===== config.mk =====
export PLATFORM = sky130hd
export DESIGN_NAME = uart_reg_responder
export DESIGN_NICKNAME = d
export VERILOG_FILES = /design/src/rtl/uart_pkg.sv /design/src/rtl/uart_regfile.sv /design/src/rtl/uart_reg_responder.sv
export SDC_FILE = /design/constraint.sdc
export NUM_CORES = 1
export LEC_CHECK = 0
export BUFFER_PORTS_ARGS = -buffer_cell sky130_fd_sc_hd__buf_4
export CAP_MARGIN = 20
export CORE_AREA = 2 2 195 178
export DETAILED_ROUTE_END_ITERATION = 12
export DIE_AREA = 0 0 197 180
export PLACE_DENSITY = 0.39
export SKIP_CTS_REPAIR_TIMING = 1
export SLEW_MARGIN = 25
export SYNTH_ARGS = -nofsm -noshare
export SYNTH_HDL_FRONTEND = slang
export SYNTH_HIERARCHICAL = 1
export SYNTH_SLANG_ARGS = --single-unit
export TNS_END_PERCENT = 50

===== constraint.sdc =====
create_clock -name clock -period 2.85 [get_ports clock]
set_clock_uncertainty 0.1 [all_clocks]
set_input_delay 0.1425 -clock clock [delete_from_list [all_inputs] [get_ports clock]]
set_output_delay 0.1425 -clock clock [all_outputs]
set_load 0.02 [all_outputs]

===== src/rtl/uart_pkg.sv =====
// Shared definitions for the UART register responder: response codes,
// FSM state encoding, command byte field positions and the status address.
package uart_pkg;

  localparam logic [7:0] ACK = 8'hA5;
  localparam logic [7:0] NAK = 8'h5A;

  // Command byte layout: [7] write flag, [6:4] reserved (must be 0), [3:0] address
  localparam int CMD_WR_BIT  = 7;
  localparam int CMD_RSV_HI  = 6;
  localparam int CMD_RSV_LO  = 4;
  localparam int CMD_ADDR_HI = 3;
  localparam int CMD_ADDR_LO = 0;

  // Address that maps to the read-only status input instead of storage
  localparam logic [3:0] STATUS_ADDR = 4'hF;

  typedef enum logic [1:0] {
    IDLE      = 2'd0,
    DECODE    = 2'd1,
    WAIT_DATA = 2'd2,
    RESP      = 2'd3
  } state_t;

  // A command is well formed only when its reserved field is all zero
  function automatic logic cmd_is_valid(input logic [7:0] cmd);
    return cmd[CMD_RSV_HI:CMD_RSV_LO] == 3'b000;
  endfunction

endpackage


===== src/rtl/uart_regfile.sv =====
// Register storage for the UART register responder.
// Fifteen 8-bit read/write registers at addresses 0x0-0xE; address 0xF reads
// the live status input.
// Ports:
//   i_clk, i_rst      clock and synchronous active-high reset (clears storage)
//   i_we              write strobe, registers i_wdata into i_waddr on the edge
//   i_waddr, i_wdata  write address and data
//   i_raddr           combinational read address
//   i_status          status byte returned for address 0xF
//   o_rdata           read data for i_raddr
//   o_ctrl            current value of register 0x0
module uart_regfile
  import uart_pkg::*;
(
  input  logic       i_clk,
  input  logic       i_rst,
  input  logic       i_we,
  input  logic [3:0] i_waddr,
  input  logic [7:0] i_wdata,
  input  logic [3:0] i_raddr,
  input  logic [7:0] i_status,
  output logic [7:0] o_rdata,
  output logic [7:0] o_ctrl
);

  logic [7:0] r_regs [0:14];

  always_ff @(posedge i_clk) begin
    if (i_rst) begin
      for (int i = 0; i < 15; i++) begin
        r_regs[i] <= 8'h00;
      end
    end else if (i_we && (i_waddr != STATUS_ADDR)) begin
      r_regs[i_waddr] <= i_wdata;
    end
  end

  always_comb begin
    o_rdata = i_status;
    if (i_raddr != STATUS_ADDR) begin
      o_rdata = r_regs[i_raddr];
    end
  end

  assign o_ctrl = r_regs[0];

endmodule


===== src/rtl/uart_reg_responder.sv =====
// Byte-command register responder sitting behind a UART RX/TX FIFO pair.
// Reads a command byte (and, for writes, one data byte) from the RX FIFO and
// pushes exactly one response byte to the TX FIFO: register value for reads,
// ACK for good writes, NAK for malformed commands, writes to 0xF or a write
// whose data byte does not arrive within TIMEOUT_CYCLES.
// Ports:
//   clock, reset          rising-edge clock, synchronous active-high reset
//   rx_empty, data_out    RX FIFO empty flag and first-word-fall-through head
//   rd_uart               one-cycle RX pop
//   tx_full, data_in      TX FIFO full flag and byte to push
//   wr_uart               one-cycle TX push
//   status_in             status byte readable at address 0xF
//   ctrl_out              register 0x0
//   err_count             saturating count of NAKs sent
//   busy                  FSM not in IDLE
module uart_reg_responder
  import uart_pkg::*;
#(
  parameter int TIMEOUT_CYCLES = 104166
) (
  input  logic       clock,
  input  logic       reset,
  input  logic       rx_empty,
  input  logic [7:0] data_out,
  output logic       rd_uart,
  input  logic       tx_full,
  output logic [7:0] data_in,
  output logic       wr_uart,
  input  logic [7:0] status_in,
  output logic [7:0] ctrl_out,
  output logic [7:0] err_count,
  output logic       busy
);

  localparam int TIMER_W = (TIMEOUT_CYCLES > 2) ? $clog2(TIMEOUT_CYCLES) : 1;
  localparam logic [TIMER_W-1:0] TIMER_LAST = TIMER_W'(TIMEOUT_CYCLES - 1);

  state_t             r_state;
  logic [7:0]         r_cmd;
  logic [7:0]         r_resp;
  logic               r_resp_nak;
  logic [TIMER_W-1:0] r_timer;
  logic               r_rd_uart;
  logic               r_wr_uart;
  logic [7:0]         r_data_in;
  logic [7:0]         r_err_count;

  logic [3:0]         w_addr;
  logic               w_cmd_ok;
  logic               w_we;
  logic [7:0]         w_rdata;
  logic [7:0]         w_ctrl;

  assign w_addr   = r_cmd[CMD_ADDR_HI:CMD_ADDR_LO];
  assign w_cmd_ok = cmd_is_valid(r_cmd);
  // The data byte is written on the same edge it is popped
  assign w_we     = (r_state == WAIT_DATA) && !rx_empty && (w_addr != STATUS_ADDR);

  uart_regfile u_regfile (
    .i_clk    (clock),
    .i_rst    (reset),
    .i_we     (w_we),
    .i_waddr  (w_addr),
    .i_wdata  (data_out),
    .i_raddr  (w_addr),
    .i_status (status_in),
    .o_rdata  (w_rdata),
    .o_ctrl   (w_ctrl)
  );

  // r_cmd and r_resp are data holding registers; they are only consumed after
  // the FSM reloads them, so reset leaves them alone.
  always_ff @(posedge clock) begin
    if (reset) begin
      r_state     <= IDLE;
      r_timer     <= '0;
      r_rd_uart   <= 1'b0;
      r_wr_uart   <= 1'b0;
      r_data_in   <= 8'h00;
      r_err_count <= 8'h00;
      r_resp_nak  <= 1'b0;
    end else begin
      r_rd_uart <= 1'b0;
      r_wr_uart <= 1'b0;
      unique case (r_state)
        IDLE: begin
          if (!rx_empty) begin
            r_cmd     <= data_out;
            r_rd_uart <= 1'b1;
            r_state   <= DECODE;
          end
        end
        DECODE: begin
          if (!w_cmd_ok) begin
            r_resp     <= NAK;
            r_resp_nak <= 1'b1;
            r_state    <= RESP;
          end else if (!r_cmd[CMD_WR_BIT]) begin
            // status_in is sampled here for address 0xF
            r_resp     <= w_rdata;
            r_resp_nak <= 1'b0;
            r_state    <= RESP;
          end else begin
            r_timer <= '0;
            r_state <= WAIT_DATA;
          end
        end
        WAIT_DATA: begin
          if (!rx_empty) begin
            r_rd_uart <= 1'b1;
            if (w_addr == STATUS_ADDR) begin
              r_resp     <= NAK;
              r_resp_nak <= 1'b1;
            end else begin
              r_resp     <= ACK;
              r_resp_nak <= 1'b0;
            end
            r_state <= RESP;
          end else if (r_timer == TIMER_LAST) begin
            r_resp     <= NAK;
            r_resp_nak <= 1'b1;
            r_state    <= RESP;
          end else begin
            r_timer <= r_timer + 1'b1;
          end
        end
        RESP: begin
          // Held here with the response intact until the TX FIFO has room
          if (!tx_full) begin
            r_wr_uart <= 1'b1;
            r_data_in <= r_resp;
            if (r_resp_nak && (r_err_count != 8'hFF)) begin
              r_err_count <= r_err_count + 8'd1;
            end
            r_state <= IDLE;
          end
        end
        default: r_state <= IDLE;
      endcase
    end
  end

  assign rd_uart   = r_rd_uart;
  assign wr_uart   = r_wr_uart;
  assign data_in   = r_data_in;
  assign err_count = r_err_count;
  assign ctrl_out  = w_ctrl;
  assign busy      = (r_state != IDLE);

endmodule


Word-level counts from Yosys, hierarchy flattened:

Memories as Yosys holds them, arrays and structs flattened. A register that Yosys moved wholly into a read port is not among the register bits.
Cells that the tools add are included.

* word-level logic and storage cells: 88
* bits in writable memories: 120
* memories: 1
* bits in read-only memories: 0
* bits in latches: 0
* input bits: 20
* register bits after elaboration: 54

* shift-type cells: 0
* bitwise logic cells: 5
* order comparisons: 0
* divide/modulo/power cells: 0
* muxes and demuxes: 36
* eq/ne operators: 15
* add/subtract/negate cells: 2
* reductions and logical operators: 20
* multiply operators: 0

Memories
* u_regfile.r_regs: words 15, bits a word 8, rd ports 2, clocked after Yosys merged registers in 1, wr ports 15, RTL line uart_regfile.sv:26 `logic [7:0] r_regs [0:14];`

Operators by type and width (count)
* 17-bit 2-to-1 mux: 4
* 8-bit 2-to-1 mux: 7
* 17-bit case mux with 2 select lines: 1
* 17-bit by 1-bit adder with 17-bit output (second input constant): 1
* 17-bit equality test (second input constant): 1
* 8-bit case mux with 2 select lines: 1
* 1-bit 2-to-1 mux: 15
* 2-bit != test (second input constant): 6
* 3-bit AND reduction: 4
* 8-bit by 1-bit adder with 8-bit output (second input constant): 1
* 2-bit 2-to-1 mux: 4
* 4-bit 2-to-1 mux: 2
* 8-bit != test (second input constant): 1
* 2-bit case mux with 4 select lines: 1
* 8-bit OR reduction: 1
* 2-bit OR reduction: 3
* 1-bit inverter: 5
* 5-bit AND reduction: 1
* 2-bit equality test (second input constant): 2
* 4-bit equality test (second input constant): 1
* 1-bit logical AND: 4
* 4-bit != test (second input constant): 1
* 4-bit AND reduction: 1
* 2-bit nonzero test: 2
* other kinds (8): 8

Logic depth before layout (Yosys ltp):

Gate-level depths: netlist of run 1.

* word-level depth: 9
* mapped depth: 9
* gate-level depth less buffers: 8

Modules after synthesis:

Netlist of run 1, hierarchy kept.

By module, submodules not included
* uart_regfile: cells each 397, area each 5776.8 um^2, instances 1
* uart_reg_responder: cells each 259, area each 2487.4 um^2, instances 1

Least setup slack after synthesis of run 1:

No wires, ideal clock.

* kind: register -> register
* start: register r_state[0]
* end: memory u_regfile.r_regs[0][0] (enable)
* clock period less this slack: 2575 ps
* slack: 275 ps
* stages on the path, launching flop included: 10
* arrival time: 2165 ps
* setup time: 309 ps
* buffers on the path: 1
* cell sequence: dfxtp_1 -> inv_1 -> ha_1 -> clkbuf_1 -> nand3b_1 -> inv_1 -> nor2b_2 -> or3b_4 -> nor3_4 -> or2_2

RTL lines
* start: declaration: RTL line uart_reg_responder.sv:38 `state_t r_state;`
* start signal: assignment: RTL line uart_reg_responder.sv:75 `r_state <= IDLE;`
* start signal: assignment: RTL line uart_reg_responder.sv:90 `r_state <= DECODE;`
* start signal: assignment: RTL line uart_reg_responder.sv:97 `r_state <= RESP;`
* end: declaration: RTL line uart_regfile.sv:26

==> results of run 1 <==
[metrics by stage]
stage                     setup WS [ps]  hold slack [ps]  instance area (µm²)
after CTS                           187             -149                 9700
after global placement              288              316                 9130
after global routing               28.4            0.339                 9780
final                               243             3.78                 9780
after detailed placement            204              320                 9130
after floorplan                     275              141                 8260
[synth_stat cells (2+ instances only)]
cell type / number
o21ai_0: 25
nor2_4: 3
a211o_1: 7
buf_1: 2
o31ai_1: 2
o22ai_1: 15
a31oi_1: 8
ha_1: 7
and4bb_2: 3
nand3_1: 12
a21oi_1: 19
buf_2: 6
and2_1: 123
nand2b_1: 11
dfxtp_1: 38
a32o_1: 2
or4_1: 2
nand2_1: 34
a21oi_4: 2
edfxtp_1: 136
and3_1: 3
and4_1: 3
nor2_1: 23
mux4_2: 5
nand3b_1: 4
mux4_1: 12
clkbuf_1: 15
xor2_1: 5
buf_4: 2
xnor2_1: 3
nor3_1: 7
or2_2: 17
mux2i_1: 27
a21oi_2: 6
inv_1: 11
nor2b_1: 8
nand4_1: 9
or3_1: 13
buf_6: 5
[sequential cells by signal, summed over array words and instances, names as in the netlist]
| register | cells |
|---|---|
| u_regfile/r_regs | 120 |
| r_timer | 17 |
| data_in | 8 |
| err_count | 8 |
| r_cmd | 8 |
| r_resp | 8 |
| r_state | 2 |
| r_resp_nak | 1 |
| rd_uart | 1 |
| wr_uart | 1 |
[routing by layer]
layer	wire, µm	share of wire [%]	track usage [%]	vias up
met1	11300	51	18.9	2655
met2	9750	44	19.3	103
met5	0	0	0	-
li1	-	-	-	2544
met4	248	1.1	3.67	0
met3	930	4.2	2.59	19
[worst max-delay path, stage by stage, from the launching register on]
cell	delay, ps
dfxtp_1	340
inv_1	120
ha_1	190
nand3b_1	170
inv_1	180
nor2b_2	210
or3b_4	490
nor3_4	270
or2_4	240
[cells by family after synthesis]
logic type	count (synthesis)	share of synthesized area, %
XOR/XNOR	8	0.848
multiplexers	44	8.45
flip-flops	174	58.6
adder cells (fa/ha/maj)	7	1.06
AND/OR/NAND/NOR	285	20.7
buffers and inverters	43	2.85
AO/OA/AOI/OAI	95	7.48
[final cells by class]
cell class	count	area (µm²)	area share (%)
Antenna cell	1	2.50	0.0256
Clock buffer	19	433	4.43
Clock inverter	13	140	1.43
Inverter	11	41.3	0.422
Multi-Input combinational cell	439	3190	32.6
Sequential cell	174	4840	49.5
Tap cell	429	537	5.49
Timing Repair Buffer	75	593	6.07
[power groups by stage]
stage	Sequential [mW]	Combinational, mW	Clock (mW)
global route	2.96	1.14	2.49
global placement	3.00	1.03	0
finish	2.95	1.04	2.32
floorplan	3.01	0.673	0
CTS	2.95	1.05	2.39
detailed placement	3.00	1.04	0
[worst max-delay path by stage]
stage / from / end / slack [ps] / cells past startpoint
after floorplan: r_state[0]$_SDFFE_PP0P_ / u_regfile/r_regs[0][0]$_SDFFCE_PN0P_ / 280 / 9
after global placement: r_state[0]$_SDFFE_PP0P_ / u_regfile/r_regs[0][0]$_SDFFCE_PN0P_ / 290 / 8
after detailed placement: r_state[0]$_SDFFE_PP0P_ / u_regfile/r_regs[0][7]$_SDFFCE_PN0P_ / 200 / 8
after CTS: r_state[0]$_SDFFE_PP0P_ / u_regfile/r_regs[0][2]$_SDFFCE_PN0P_ / 190 / 8
after global routing: r_state[0]$_SDFFE_PP0P_ / u_regfile/r_regs[0][4]$_SDFFCE_PN0P_ / 30 / 8
final: r_state[0]$_SDFFE_PP0P_ / u_regfile/r_regs[0][4]$_SDFFCE_PN0P_ / 240 / 8
==> flow_results.org, run 1 <==
** Floorplanning
- After floorplanning, the core was divided into 64 placement rows.
- X dimension of the die :: 197 µm
- The initial utilization of the core area, before any placement, comes to 24.7%.
- The floorplan step set the die height to ~180 µm.
- The floorplan step defined a die boundary enclosing about 35,000 µm².
- Floorplan core area :: 33,500 µm²
- During I/O placement, the number of pins put on the boundary was 47.

** Critical path
- Worst EP required :: 2890 ps
- STA classifies the critical path startpoint as a register.
- The worst register-to-register path begins at r_state[0]$_SDFFE_PP0P_.
- The setup path with the least slack is of type register to register.
- Largest fanout on the critical path :: 9
- Across all register-to-register paths, the minimum setup slack is 240 ps.
- Arr. time, crit path :: 2650 ps
- Reg2reg end :: u_regfile/r_regs[0][4]$_SDFFCE_PN0P_
- STA classifies the critical path endpoint as a register.
- The worst register-to-register path has a depth of 8.

** Detailed routing
- Dividing the detail-routed wire length by the instance count gives between 15 and 20 µm.
- Number of remaining DRC errors :: 0
- For this block, the via count after detailed routing is around 5,300.
- The final layout contains routed wiring with a total length of 22,200 µm.
- For this block, the initial DRC count from the detailed router was 340.
- Count of TritonRoute iterations in the first routing pass :: 6
- Once detail routing completed, the nets flagged for antenna violations numbered 0.
- After detailed routing, the number of vias per cell comes to about 4.6.

** Power and ir drop
- Total power for the finished layout comes to 6.30 mW.
- Summed over all cells, the static leakage comes to approximately 3.6 nW.
- Power density relative to cell area :: approximately 640 nW/µm²
- Max rail drop VDD :: ~0.46 mV
- Combinational logic burns 16.4% of the power.
- Fraction of power consumed by sequential logic :: a little under half
- The analysis attributes to net switching a power of 1.76 mW.
- Internal power :: about 4.5 mW
- Clock power share :: 36.8%
- Switching Fraction :: ~28%

** Logic synthesis
- Synthesis handed over a netlist of 656 instances.
- Number of register bits inferred by synthesis :: around 170
- Average cell area after synthesis :: approximately 13 µm²
- Cells taking the most area after synthesis :: edfxtp_1 49%, and2_1 9.3%, dfxtp_1 9.2%, mux4_1 3.8%, mux2i_1 3.3%
- The top cell type by area accounts for 49.4% of the synthesized area.
- Yosys warns :: 6
- Among all flip-flop cells after synthesis, the most frequent one is edfxtp_1.
- Post-synth net total :: 683
- Async SR Flop Fraction :: 0%
- The cell area that synthesis handed to floorplanning was around 8300 µm².
- Counting flops with a built-in enable in the synthesized netlist gives between 100 and 150.
- The synthesized design spends more area on one cell type than any other, namely edfxtp_1.
- Sequential cells were found to cover 58.6% of the synthesized design area.
- Count of different cell masters after synthesis :: 60

** Finish
- For this run, the post-layout net count is 745.
- The library cell used most frequently in the layout, excluding fill and tap cells, is edfxtp_1.
- Leaving out fill and tap cells, the most frequent cells in the layout are 136 x edfxtp_1, 123 x and2_1, 67 x buf_4.
- After the flow finishes, the layout carries non-filler instances totaling approximately 1,200.
- The filler cells instantiated in the layout total 3,428.
- Finished Core Util :: between 20% and 30%
- Ratio of cells with drive above 1 in the final layout :: 19.0%
- Area grow syn2layout :: 18.3%

** Global route
- Final global-route overflow total :: 0
- Entering global routing, the biggest net connects 44 pins.
- Total global-route track usage :: 12.9%
- Via count of the first global-routing pass :: 5,413
- The number of antenna violations at the first check in global routing came to 0.
- The first global-routing pass estimated between 30,000 and 40,000 µm of wire.

** STA
- Of the available clock period, the critical path in the final layout requires 91.5%.
- Derived from the worst setup path, the maximum achievable clock frequency is roughly 0.38 GHz.
- The count of final hold-check violations came to 0.
- Summed over all failing endpoints, the final setup total negative slack is 0 ps.
- For the pin with the worst max-slew slack, the measured transition is 696 ps.
- The worst pin sits at a relative slew slack of 53.0%.
- Max-slew violations :: 0
- Counting I/O delays and the setup requirement, the final critical path takes 2610 ps.
- RSZ-0062 raised after global routing :: false
- Number of failing setup endpoints in the final timing report :: 0

** Hold path
- Hold Path Depth :: 4
- Startpoint of the worst hold path :: tx_full
- Path type of the worst min-delay path :: input port to register
- The path with the worst hold slack has its endpoint at data_in[1]$_SDFFE_PP0P_.

** CTS
- Clock tree synthesis selected as its root buffer the cell clkbuf_16.
- Counting the buffers created by CTS gives 17.
- The tree built by TritonCTS fans out to about 170 sinks.
- Clock tree from TritonCTS :: built
- The H-tree was split into 4 levels.
- The later pin in the worst-skew pair is clocked with a latency of 440 ps.
- Longest Clk Path Bufs :: 2
- After clock tree synthesis, the clock-pin slew on the worst setup and hold paths is 70 ps.

** Placement
- Routability-driven placement finished with a final weighted congestion of around 0.76.
- Half-perimeter wire length after placement :: roughly 15,000 µm
- Cell count after placement :: 1,121
- Buffers added on ports :: 46

** Outcome
- The flow ran to the end, and the final reports show no timing, DRC or antenna violations.

** Job
- Max_cap viols :: 0
No activity file was read; power rests on OpenSTA's default activity.
==> inputs of run 2 (changes only) <==
--- a/config.mk
+++ b/config.mk
@@ -7,10 +7,11 @@
 export LEC_CHECK = 0
 export BUFFER_PORTS_ARGS = -buffer_cell sky130_fd_sc_hd__buf_4
 export CAP_MARGIN = 20
-export CORE_AREA = 2 2 195 178
+export CORE_AREA = 2 2 146 134
 export DETAILED_ROUTE_END_ITERATION = 12
-export DIE_AREA = 0 0 197 180
-export PLACE_DENSITY = 0.39
+export DIE_AREA = 0 0 148 136
+export GPL_ROUTABILITY_DRIVEN = 0
+export PLACE_DENSITY = 0.61
 export SKIP_CTS_REPAIR_TIMING = 1
 export SLEW_MARGIN = 25
 export SYNTH_ARGS = -nofsm -noshare
==> run 2 against run 1 <==
Highest routed layer unchanged. Global-route usage increased by 6.1 points. Register-to-register slack improved by 30 ps. Non-clock buffer count decreased by 6. Total power about the same. Largest power group unchanged.
==> flow_results.org, run 2 (synthesis results as in run 1) <==
** Outcome
- Result of the run :: complete, no violations

** Finish
- Compared with the post-synthesis result, the final layout area differs by 15.2%.
- Commonest non-fill, non-tap cell in the layout :: edfxtp_1
- The number of flip-flops in the largest register came to 120 (unchanged).
- Number of antenna cells inserted :: 0 (-1)
- Ratio of cells with drive above 1 in the final layout :: 18.1% (-0.95 points)
- Highest-count cells in the layout ignoring fill and taps :: 136 x edfxtp_1, 123 x and2_1, 60 x buf_4
- Top reg by flops :: u_regfile/r_regs
- Layout net count :: 739 (-0.81%)
- The largest registers in the layout are u_regfile/r_regs x120, r_timer x17.
- The fill cell total of the finished layout was 1,639 (-52%).

** STA
- The count of final hold-check violations is 0 (unchanged).
- The max-slew violation count came to 0 (unchanged).
- The setup TNS after final layout came to 0 ps (unchanged).
- The actual slew at the worst max-slew pin was 748 ps (+52.1 ps).
- Tcrit/Tclk final :: 90.4% (-1.0 points)
- The relative slew slack came to 50.1% (-2.9 points).
- Number of failing setup endpoints in the final timing report :: 0 (unchanged)
- The fmax was 0.388 GHz (+1.2%).
- Tmin final :: 2580 ps (-29.8 ps)
- RSZ-0062 raised after global routing :: false

** Power and ir drop
- The power per cell area came to 662 nW/µm² (+2.8%).
- Fraction of power consumed by sequential logic :: 46.7% (about the same)
- Internal power :: 4.63 mW (+1.9%)
- The net switching power of the design is 1.68 mW (-4.8%).
- The combinational power share is 15.7% (-0.7 points).
- Static power due to leakage :: 3.56 nW (-0.55%)
- Sum of internal, switching and leakage power :: 6.31 mW (about the same)
- Max rail drop VDD :: 0.400 mV (-14%)
- Switching Fraction :: 26.6% (-1.4 points)
- Clock power share :: 37.6% (+0.8 points)

** Detailed routing
- Number of remaining DRC errors :: 0 (unchanged)
- Initial DRC Count :: 411 (+21%)
- Drt total wl :: 18,800 µm (-15%)
- The vias per cell was 5.49 (+20%).
- The vias after detailed routing was 5,356 (+0.66%).
- Post-detailed-route wirelength per cell :: 19.3 µm (+0.77%)
- Antenna Nets Post-Route :: 0 (unchanged)
- Count of TritonRoute iterations in the first routing pass :: 5 (-1)

** Critical path
- The highest cell delay on the worst timing path was 440 ps (-50 ps).
- Dominant delay contributor by cell family on the critical path :: simple AND/OR/NAND/NOR gates
- Worst EP required :: 2870 ps (-20 ps)
- The worst setup path is of the register to register kind.
- The worst setup path is launched from a register.
- The buffers plus inverters on the worst setup path came to 2 (unchanged).
- The largest individual stage delay along the critical path comes from the cell nor2_1.
- Largest fanout on the critical path :: 9 (unchanged)
- Critical Path, Cell by Cell :: inv_1 -> ha_1 -> nand3b_1 -> inv_1 -> nor2b_2 -> nand3b_1 -> nor2_1 -> or2_2
- Type of destination of the critical path :: register
- Arr. time, crit path :: 2600 ps (-50 ps)

** CTS
- The CTS clock-pin slew for the worst setup and hold paths is 60 ps (about the same).
- The count of clock tree sinks was 174 (unchanged).
- The count of H-tree levels built during CTS came to 4 (unchanged).
- Number of buffers added by the clock tree synthesis step :: 17 (unchanged)
- Clock latency at the later pin of the worst-skew pair :: 430 ps (about the same)
- Clock Root Buffer :: clkbuf_16
- TritonCTS built the clock tree.
- The number of buffers on the longest clock path was 2 (unchanged).

** Floorplanning
- The area of the die was 20,100 µm² (-43%).
- The top-level port count is 47 (unchanged).
- Floorplan core area :: 18,700 µm² (-44%)
- The die boundary width was 148 µm (-25%).
- Cell Rows :: 48 (-25%)
- Initial core utilization :: 44.1% (+19 points)
- The vertical extent of the die came to 136 µm (-24%).

** Job
- The count of max-cap constraint violations came to 0 (unchanged).

** Global route
- Wire length of the first global-routing pass :: 28,600 µm (-15%)
- The number of global-route vias before repair was 5,038 (-6.9%).
- Antenna violations before repair :: 0 (unchanged)
- Final global-route overflow total :: 0 (unchanged)
- Total global-route track usage :: 19.0% (+6.1 points)
- Maximum number of pins on one net before global-route repair :: 45 (+2.3%)

** Placement
- The half-perimeter wire length after placement was 12,400 µm (-18%).
- Buffers added on ports :: 46 (unchanged)

** Hold path
- The worst hold path belongs to the class input port to register.
[run 2: worst paths after layout]
check	startpoint	cells after the start	slack, ps	end
worst max-delay path	r_state[0]$_SDFFE_PP0P_	8	270	u_regfile/r_regs[13][0]$_SDFFCE_PN0P_
worst min-delay path	tx_full	4	10	data_in[7]$_SDFFE_PP0P_
worst max register to register	r_state[0]$_SDFFE_PP0P_	8	270	u_regfile/r_regs[13][0]$_SDFFCE_PN0P_
worst min register to register	data_in[5]$_SDFFE_PP0P_	2	360	data_in[5]$_SDFFE_PP0P_
[run 2: metrics by stage]
step / setup WS, ps / cell area, µm² / util [%] / hold WS, ps / cells
floorplan: 275 / 8260 / - / 141 / 656
global placement: 353 / 8830 / 47.1 / 303 / 934
detailed placement: 280 / 8830 / 47.1 / 308 / 934
CTS: 270 / 9430 / 50.3 / -145 / 966
global route: 33.8 / 9520 / 50.8 / 18.0 / 975
finish: 273 / 9520 / 50.8 / 14.1 / 975
[run 2: final cells by class]
cell class,instances,area (µm²),area share [%]
clock buffers,20,437,4.59
well taps,250,313,3.29
clock inverters,12,160,1.68
multi-input cells,439,3180,33.4
inverters,11,41.3,0.434
flip-flops and latches,174,4840,50.9
repair buffers,69,541,5.68
[run 2: layer usage]
metal	share of wire, %	global-route usage [%]
met1	47	27.5
met2	46	29.2
met3	6.4	4.03
met4	1.1	5.45
met5	0	0
[run 2: power groups by stage]
| stage | sequential (mW) | combinational (mW) | clock, mW |
|---|---|---|---|
| floorplan | 3.01 | 0.673 | 0 |
| global placement | 2.99 | 0.963 | 0 |
| detailed placement | 3.00 | 0.977 | 0 |
| CTS | 2.94 | 0.983 | 2.40 |
| global route | 2.95 | 1.08 | 2.51 |
| finish | 2.94 | 0.991 | 2.37 |
[run 2: worst min-delay path, delay by kind of cell]
| kind | cells | cell delay [ps] |
|---|---|---|
| and+or+nand+nor | 2 | 200 |
| buffers and inverters | 1 | 100 |
| AOI/OAI and AO/OA | 1 | 50 |
